### src/rtl/display_pkg.sv
// Shared types and helpers for the seven-segment scan path.
package display_pkg;

  typedef enum logic [1:0] {OFF, GUARD, ON} scan_state_t;

  localparam int NUM_DIGITS = 8;
  localparam logic [NUM_DIGITS-1:0] ANODES_OFF = 8'hFF;

  // True when nibbles k..7 of value are all zero (digit k is a leading zero).
  function automatic logic nibble_zero_above(input logic [31:0] value, input logic [2:0] k);
    return (value >> {k, 2'b00}) == 32'd0;
  endfunction

endpackage

### src/rtl/refresh_prescaler.sv
// Per-digit slot timer: counts REFRESH_DIV-1 down to 0, then reloads.
// The first GUARD counts of each slot are the dead-time window.
module refresh_prescaler #(
  parameter int REFRESH_DIV = 100000,
  parameter int GUARD       = 4
) (
  input  logic clk,
  input  logic rst_n,
  input  logic clr,
  input  logic run,
  output logic guard_end,
  output logic slot_end
);

  localparam int CW = (REFRESH_DIV > 1) ? $clog2(REFRESH_DIV) : 1;

  logic [CW-1:0] cnt_q, cnt_d;

  // Next count: clear wins; a zero count reloads so a cleared timer starts a fresh slot.
  always_comb begin
    cnt_d = cnt_q;
    if (clr)
      cnt_d = '0;
    else if (run)
      cnt_d = (cnt_q == '0) ? CW'(REFRESH_DIV - 1) : cnt_q - CW'(1);
  end

  // Count register.
  always_ff @(posedge clk or negedge rst_n) begin
    if (!rst_n) cnt_q <= '0;
    else        cnt_q <= cnt_d;
  end

  assign guard_end = (cnt_q == CW'(REFRESH_DIV - GUARD));
  assign slot_end  = (cnt_q == '0);

endmodule

### src/rtl/display_scan_ctrl.sv
// Eight-digit scan controller: digit sequencing with dead time, leading-zero
// blanking, and a pending-value handshake that commits only at frame wrap.
module display_scan_ctrl
  import display_pkg::*;
#(
  parameter int number_input_width = 32,
  parameter int width              = 3,
  parameter int REFRESH_DIV        = 100000,
  parameter int GUARD              = 4
) (
  input  logic                          clk,
  input  logic                          rst_n,
  input  logic                          enable,
  input  logic                          blank_lz,
  input  logic                          valid_in,
  input  logic [number_input_width-1:0] numero_in,
  output logic                          ready_out,
  output logic [number_input_width-1:0] numero,
  output logic [width-1:0]              counter,
  output logic [NUM_DIGITS-1:0]         anodes,
  output logic                          frame_done
);

  display_pkg::scan_state_t state_q;
  logic [width-1:0]              counter_q;
  logic [number_input_width-1:0] numero_q, pend_q;
  logic                          pend_full_q, ready_q, frame_done_q;
  logic [NUM_DIGITS-1:0]         anodes_q;
  logic                          guard_end, slot_end;

  refresh_prescaler #(.REFRESH_DIV(REFRESH_DIV), .GUARD(GUARD)) u_presc (
    .clk       (clk),
    .rst_n     (rst_n),
    .clr       (!enable),
    .run       (enable),
    .guard_end (guard_end),
    .slot_end  (slot_end)
  );

  function automatic logic [NUM_DIGITS-1:0] digit_anodes(
    input logic [width-1:0] idx, input logic [number_input_width-1:0] val, input logic blz);
    if (blz && idx != '0 && nibble_zero_above(val, idx)) return ANODES_OFF;
    return ~(NUM_DIGITS'(1) << idx);
  endfunction

  // Scan FSM plus handshake; accept and commit are exclusive because
  // ready_q is high exactly when the pending slot is empty.
  always_ff @(posedge clk or negedge rst_n) begin
    if (!rst_n) begin
      state_q      <= display_pkg::OFF;
      counter_q    <= '0;
      numero_q     <= '0;
      pend_q       <= '0;
      pend_full_q  <= 1'b0;
      ready_q      <= 1'b1;
      anodes_q     <= ANODES_OFF;
      frame_done_q <= 1'b0;
    end else begin
      frame_done_q <= 1'b0;
      if (valid_in && ready_q) begin
        pend_q      <= numero_in;
        pend_full_q <= 1'b1;
        ready_q     <= 1'b0;
      end
      if (!enable) begin
        state_q   <= display_pkg::OFF;
        counter_q <= '0;
        anodes_q  <= ANODES_OFF;
        if (state_q == display_pkg::OFF && pend_full_q) begin
          numero_q    <= pend_q;
          pend_full_q <= 1'b0;
          ready_q     <= 1'b1;
        end
      end else begin
        case (state_q)
          display_pkg::OFF: begin
            state_q  <= display_pkg::GUARD;
            anodes_q <= ANODES_OFF;
            if (pend_full_q) begin
              numero_q    <= pend_q;
              pend_full_q <= 1'b0;
              ready_q     <= 1'b1;
            end
          end
          display_pkg::GUARD: begin
            if (guard_end) begin
              state_q  <= display_pkg::ON;
              anodes_q <= digit_anodes(counter_q, numero_q, blank_lz);
            end else begin
              anodes_q <= ANODES_OFF;
            end
          end
          display_pkg::ON: begin
            if (slot_end) begin
              state_q   <= display_pkg::GUARD;
              counter_q <= counter_q + width'(1);
              anodes_q  <= ANODES_OFF;
              if (counter_q == width'(NUM_DIGITS - 1)) begin
                frame_done_q <= 1'b1;
                if (pend_full_q) begin
                  numero_q    <= pend_q;
                  pend_full_q <= 1'b0;
                  ready_q     <= 1'b1;
                end
              end
            end else begin
              anodes_q <= digit_anodes(counter_q, numero_q, blank_lz);
            end
          end
          default: begin
            state_q  <= display_pkg::OFF;
            anodes_q <= ANODES_OFF;
          end
        endcase
      end
    end
  end

  assign ready_out  = ready_q;
  assign numero     = numero_q;
  assign counter    = counter_q;
  assign anodes     = anodes_q;
  assign frame_done = frame_done_q;

endmodule
### config.mk
export PLATFORM = sky130hd
export DESIGN_NAME = display_scan_ctrl
export DESIGN_NICKNAME = d
export VERILOG_FILES = /design/src/rtl/display_pkg.sv /design/src/rtl/refresh_prescaler.sv /design/src/rtl/display_scan_ctrl.sv
export SDC_FILE = /design/constraint.sdc
export NUM_CORES = 1
export LEC_CHECK = 0
export ABC_CLOCK_PERIOD_IN_PS = 3200
export CORE_UTILIZATION = 30
export DETAILED_ROUTE_END_ITERATION = 12
export HOLD_SLACK_MARGIN = 0.03
export SYNTH_ARGS = -nofsm -noshare
export SYNTH_HDL_FRONTEND = slang
export SYNTH_SLANG_ARGS = --single-unit
### constraint.sdc
create_clock -name clk -period 3.2 [get_ports clk]
set_input_delay 0.48 -clock clk [delete_from_list [all_inputs] [get_ports clk]]
set_output_delay 0.48 -clock clk [all_outputs]
set_load 0.02 [all_outputs]
==> results of run 1 <==
[cells in the final DEF (no fill, tap or decap), types with 8 or more instances in the layout]
cell	Yosys	layout
dfrtp_1	88	88
clkdlybuf4s50_1	0	80
mux2_2	34	34
mux2_4	30	30
nor2_1	25	25
nand2_1	14	14
a21oi_1	13	13
xnor2_1	13	13
inv_1	11	11
ha_1	11	11
dfstp_2	9	9
clkbuf_16	0	9
o21ai_0	8	8
buf_4	0	8
[worst max-delay path, delay by kind of cell, from the launching register on]
kind | cells | cell delay (ns)
and+or+nand+nor | 4 | 1.71
buffers and inverters | 1 | 0.20
AOI/OAI and AO/OA | 1 | 0.08
DFF | 1 | 0.44
muxes | 1 | 0.32
[metal layers]
layer | global-route usage | share of wire
met1 | 0.172 | 0.46
met2 | 0.200 | 0.49
met3 | 0.0243 | 0.031
met4 | 0.0579 | 0.019
met5 | 0 | 0
[per-stage QoR]
| step | instance area, um^2 | total power, W |
|---|---|---|
| global route | 5620 | 0.00545 |
| global placement | 5350 | 0.00411 |
| floorplan | 4310 | 0.00337 |
| CTS | 5620 | 0.00519 |
| finish | 5620 | 0.00513 |
| detailed placement | 5350 | 0.00416 |
[logic make-up after synthesis]
| kind of cell | count (synthesis) | synth area share |
|---|---|---|
| DFF | 97 | 0.566 |
| buffers and inverters | 24 | 0.0282 |
| adders and majority gates | 11 | 0.0320 |
| xor gates and xnor gates | 16 | 0.0325 |
| and+or+nand+nor | 69 | 0.0843 |
| AOI/OAI and AO/OA | 40 | 0.0587 |
| muxes | 66 | 0.198 |
[worst paths after layout]
kind / endpoint / start / slack [ns]
setup reg to reg: numero[26]$_DFFE_PN0P_ / u_presc.cnt_q[4]$_DFF_PN0_ / 0.33
max in group asynchronous: ready_out$_DFF_PN1_ / rst_n / 2.22
min in group clk: u_presc.cnt_q[0]$_DFF_PN0_ / u_presc.cnt_q[0]$_DFF_PN0_ / 0.48
hold / removal: numero[29]$_DFFE_PN0P_ / rst_n / 0.17
setup / recovery: numero[26]$_DFFE_PN0P_ / u_presc.cnt_q[4]$_DFF_PN0_ / 0.33
hold reg to reg: u_presc.cnt_q[0]$_DFF_PN0_ / u_presc.cnt_q[0]$_DFF_PN0_ / 0.48
[cell usage after synthesis, types with 2 or more instances]
cell	count	share of area
dfrtp_1	88	0.51
mux2_2	34	0.089
mux2_4	30	0.10
nor2_1	25	0.022
nand2_1	14	0.012
a21oi_1	13	0.015
xnor2_1	13	0.026
ha_1	11	0.032
inv_1	11	0.0096
dfstp_2	9	0.055
o21ai_0	8	0.0093
nor4_1	7	0.010
buf_6	4	0.010
clkbuf_1	4	0.0035
or4_1	4	0.0070
a31oi_1	3	0.0044
nor3_1	3	0.0035
o211ai_1	3	0.0052
xor2_1	3	0.0061
a21o_1	2	0.0035
a41oi_1	2	0.0041
buf_1	2	0.0017
clkinv_1	2	0.0017
mux2i_1	2	0.0046
nand4b_1	2	0.0041
o31ai_1	2	0.0035
o41ai_1	2	0.0041
or3_1	2	0.0029
or4_4	2	0.0052
[registers in the layout (all words and copies together) (netlist names), 2 cells and up]
signal / flops
anodes: 8
state_q: 2
pend_q: 32
u_presc.cnt_q: 17
numero: 32
counter: 3
[final cells by class]
type,instances,area share
Clock inverter,3,0.00445
Sequential cell,97,0.434
Inverter,13,0.00868
Multi-Input combinational cell,202,0.312
Clock buffer,13,0.0445
Tap cell,180,0.0401
Timing Repair Buffer,89,0.157
[power by group through the flow]
| stage | clock network [W] | registers [W] | logic (W) |
|---|---|---|---|
| 2_1_floorplan | 0 | 0.00227 | 0.00110 |
| 3_3_place_gp | 0 | 0.00210 | 0.00201 |
| 3_5_place_dp | 0 | 0.00211 | 0.00205 |
| 4_1_cts | 0.00104 | 0.00210 | 0.00206 |
| 5_1_grt | 0.00109 | 0.00216 | 0.00220 |
| 6_report | 0.00100 | 0.00210 | 0.00203 |
==> run_results.csv, run 1 <==
group,metric,value,unit
synthesis,synth_seq_area_share,0.566,
timing,maxSlewViolCount,0,
power,seqPwrFrac,0.409,
timing,grt_setup_unrepaired,"false",
clock_network,cts_root_buf,"clkbuf_16",
clock_network,cts_buffer_depth,2,
final_layout,fin_cells,597,
clock_network,insertion_delay,0.34,ns
floorplanning,rows,43,
synthesis,synth.avg_cell_area,13.3,um^2
timing,setup-tns-final,0,ns
grt,gr-total-overflow,0,
synthesis,synth-main-ff-cell,"dfrtp_1",
synthesis,syn-instance-count,323,
detailed_routing,vias,2806,
grt,antenna_found_initial,0,
floorplanning,die-area,14800,um^2
placed_design,dp_cells,581,
setup_path,slowest_stage,"or4_4",
power,powerDensity,912,nW/um^2
timing,holdWs,0.168,ns
detailed_routing,wirelength,8910,um
setup_path,critPathCaptureType,"register",
clock_network,ctsHtreeMaxLevel,3,
power,swShare,0.330,
setup_path,reg2regPathDepth,7,
final_layout,n_fill_cell,1336,
synthesis,synth_nets,371,
floorplanning,die_x,122,um
detailed_routing,drc,0,
setup_path,slowest_delay,0.55,ns
grt,grt_max_degree,51,
job,maxCapViolCount,0,
hold_path,hold_class,"in -> async",
timing,worst_pin_slew,0.668,ns
timing,hold_viol,0,
power,p_comb_frac,0.396,
synthesis,ys_ff_latch,97,
final_layout,drive_above_1_share,0.242,
placed_design,portBuffers,81,
setup_path,crit_chain,"or4_4 > or3_4 > or4_4 > nor3_2 > o21ai_4 > buf_12 > mux2_4",
final_layout,utilization,0.404,
detailed_routing,postRouteAntennaNets,0,
floorplanning,core-area,13900,um^2
synthesis,ys_warn_count,0,
grt,grt_pass1_wl,14500,um
setup_path,cp_data_required_time,3.43,ns
clock_network,cts_resized,0,
floorplanning,io_pins,82,
detailed_routing,drt_iter0_drc,165,
timing,fin_crit_sh,0.896,
power,power.switching,0.00169,W
synthesis,async_reset_ff_frac,1.00,
setup_path,cp-start-kind,"register",
clock_network,clock_sinks,97,
final_layout,area_growth_syn_to_layout,30.6,%
grt,grt_pass1_vias,2803,
power,max-vdd-ir-drop,0.000438,V
timing,finalWorstSetupSlack,0.332,ns
detailed_routing,first_pass_iters,4,
power,clockPowerShare,0.195,
synthesis,synth_cell_types,45,
timing,clock_skew,0.00882,ns
detailed_routing,wire_per_inst,14.9,um
clock_network,cts-buffers-inserted,9,
timing,fin_crit,2.87,ns
setup_path,path_common_cell,"or4_4",
outcome,outcome,"finished clean",
final_layout,fin_nets,460,
clock_network,cts_tree,"built",
synthesis,synth_edf_count,0,
final_layout,multiInputGateArea,1750,um^2
grt,grt_usage,0.128,
setup_path,cp_max_fo,32,
detailed_routing,avgViaCountPerCell,4.70,
final_layout,antennaDiodeCount,0,
power,internal_power,0.00344,W
timing,fmax,349,MHz
clock_network,clkTransAtPathRegs,0.07,ns
placed_design,place.gp.congestion,0.762,
setup_path,path_class,"reg -> reg",
floorplanning,die_y,122,um
power,p_leak,2.47,nW
timing,setup_violations,0,
clock_network,postCtsHoldBufs,0,
floorplanning,start_util,0.309,
placed_design,dp_hpwl,6420,um
clock_network,post_cts_buffers,0,
timing,slew_headroom,0.551,
final_layout,seqCellArea,2440,um^2
setup_path,arrival,3.09,ns
synthesis,synth_area,4310,um^2
placed_design,preCtsSetupSlack,0.354,ns
No activity file was read; power rests on OpenSTA's default activity.
==> run 2, diff against run 1 <==
Settings changed: PLACE_DENSITY_LB_ADDON set to 0.2.
==> run 2 against run 1 <==
  * Non-clock buffer count fell by 2
  * Critical endpoint is now numero[5]$_DFFE_PN0P_
  * Clock power is 11% higher
  * Highest routed layer unchanged
  * Worst hold slack improved by 0.041 ns
  * Via count is 2.9% lower
  * Die area did not move
  * Sequential power about the same
  * Core utilization grew 0.24 points
==> run_results.csv, run 2 (synthesized netlist as in run 1, its figures left out) <==
group,metric,value,unit
timing,grt_setup_unrepaired,"false",
setup_path,cp-start-kind,"register",
floorplanning,die-area,14800,um^2
setup_path,slowest_stage,"or4_4",
hold_path,hold_class,"in -> async",
clock_network,ctsHtreeMaxLevel,3,
clock_network,cts-buffers-inserted,9,
job,maxCapViolCount,0,
clock_network,post_cts_buffers,0,
floorplanning,io_pins,82,
timing,fin_crit_sh,0.889,
setup_path,reg2reg_slack,0.35,ns
timing,worst_pin_slew,0.770,ns
timing,clock_skew,0.00884,ns
grt,antenna_found_initial,0,
detailed_routing,first_pass_iters,4,
setup_path,critPathBufInv,1,
timing,fin_crit,2.85,ns
setup_path,path_common_cell,"or4_4",
placed_design,place.gp.congestion,0.798,
power,seqPwrFrac,0.401,
timing,setup_violations,0,
timing,setup-tns-final,0,ns
clock_network,clkTransAtPathRegs,0.07,ns
grt,met3_usage,0.0360,
clock_network,cts_tree,"built",
timing,hold_viol,0,
final_layout,area_growth_syn_to_layout,31.3,%
power,internal_power,0.00348,W
setup_path,cp_data_required_time,3.43,ns
floorplanning,die_x,122,um
clock_network,insertion_delay,0.34,ns
grt,use_met1,0.167,
power,powerDensity,921,nW/um^2
placed_design,portBuffers,81,
power,swShare,0.331,
power,max-vdd-ir-drop,0.000367,V
grt,grt_pass1_vias,2792,
setup_path,slowest_delay,0.54,ns
grt,busiest_layer,"met2",
placed_design,placed_cell_area,5350,um^2
grt,gr-total-overflow,0,
detailed_routing,avgViaCountPerCell,4.58,
grt,grt_max_degree,60,
grt,use_met2,0.202,
final_layout,mostFrequentLayoutCell,"dfrtp_1",
floorplanning,core-area,13900,um^2
final_layout,final_cell_area,5660,um^2
floorplanning,rows,43,
outcome,outcome,"finished clean",
detailed_routing,wirelength,8900,um
detailed_routing,drc,0,
clock_network,cts_resized,0,
clock_network,clock_sinks,97,
timing,fmax,351,MHz
clock_network,postCtsHoldBufs,0,
floorplanning,start_util,0.309,
timing,maxSlewViolCount,0,
timing,holdWs,0.209,ns
detailed_routing,postRouteAntennaNets,0,
clock_network,cts_buffer_depth,2,
floorplanning,die_y,122,um
clock_network,cts_root_buf,"clkbuf_16",
grt,grt_usage,0.128,
final_layout,utilization,0.406,
detailed_routing,vias,2724,
setup_path,critical_path.top_delay_family,"simple AND/OR/NAND/NOR gates",
setup_path,arrival,3.07,ns
setup_path,rr_endpoint,"numero[5]$_DFFE_PN0P_",
final_layout,drive_above_1_share,0.246,
setup_path,path_class,"reg -> reg",
setup_path,critPathCaptureType,"register",
timing,slew_headroom,0.487,
power,power,0.00521,W
detailed_routing,drt_iter0_drc,102,
placed_design,dp_hpwl,6370,um
final_layout,fin_nets,458,
setup_path,reg2regPathDepth,7,
power,power.switching,0.00172,W
setup_path,cp_max_fo,32,
setup_path,crit_chain,"or4_4 > or3_4 > or4_4 > nor3_2 > o21ai_4 > buf_12 > mux2_4",
final_layout,final_cell_mix,"dfrtp_1 (88), clkdlybuf4s50_1 (80), mux2_2 (34)",
setup_path,reg2reg_from,"u_presc.cnt_q[4]$_DFF_PN0_",
power,p_leak,2.48,nW
grt,grt_pass1_wl,14500,um
final_layout,n_fill_cell,1331,
power,p_comb_frac,0.385,
power,clockPowerShare,0.213,
detailed_routing,wire_per_inst,15.0,um
final_layout,antennaDiodeCount,0,
run 2: how the worst max path moves through the flow:
stage | start | to | cells past startpoint
floorplan | u_presc.cnt_q[4]$_DFF_PN0_ | numero[0]$_DFFE_PN0P_ | 8
global placement | u_presc.cnt_q[4]$_DFF_PN0_ | numero[4]$_DFFE_PN0P_ | 7
detailed placement | u_presc.cnt_q[4]$_DFF_PN0_ | numero[19]$_DFFE_PN0P_ | 7
CTS | u_presc.cnt_q[4]$_DFF_PN0_ | numero[14]$_DFFE_PN0P_ | 7
global route | u_presc.cnt_q[4]$_DFF_PN0_ | numero[5]$_DFFE_PN0P_ | 7
finish | u_presc.cnt_q[4]$_DFF_PN0_ | numero[5]$_DFFE_PN0P_ | 7
run 2: cell type report:
class	instances	area (um^2)	share of cell area
well taps	180	225	0.0398
inverters	13	48.8	0.00863
clock inverters	7	86.3	0.0153
repair buffers	87	878	0.155
multi-input cells	202	1750	0.310
clock buffers	9	225	0.0398
flip-flops and latches	97	2440	0.431
run 2: routing by layer:
layer | routed length, um | part of all wire | vias to the layer above
met1 | 4250 | 0.48 | 1339
li1 | - | - | 1317
met2 | 4100 | 0.46 | 57
met5 | 0 | 0 | -
met4 | 153 | 0.017 | 0
met3 | 397 | 0.045 | 11
run 2: power by group through the flow:
| stage | clock (W) | combinational [W] | sequential, W |
|---|---|---|---|
| floorplan | 0 | 0.00110 | 0.00227 |
| global placement | 0 | 0.00199 | 0.00210 |
| detailed placement | 0 | 0.00203 | 0.00212 |
| CTS | 0.00115 | 0.00204 | 0.00210 |
| global route | 0.00120 | 0.00218 | 0.00216 |
| finish | 0.00111 | 0.00201 | 0.00209 |
run 2: through the flow:
step           setup WS [ns]  std cells
2_1_floorplan          0.404        323
3_3_place_gp           0.396        579
3_5_place_dp           0.362        579
4_1_cts                0.352        595
5_1_grt                0.262        595
6_report               0.355        595
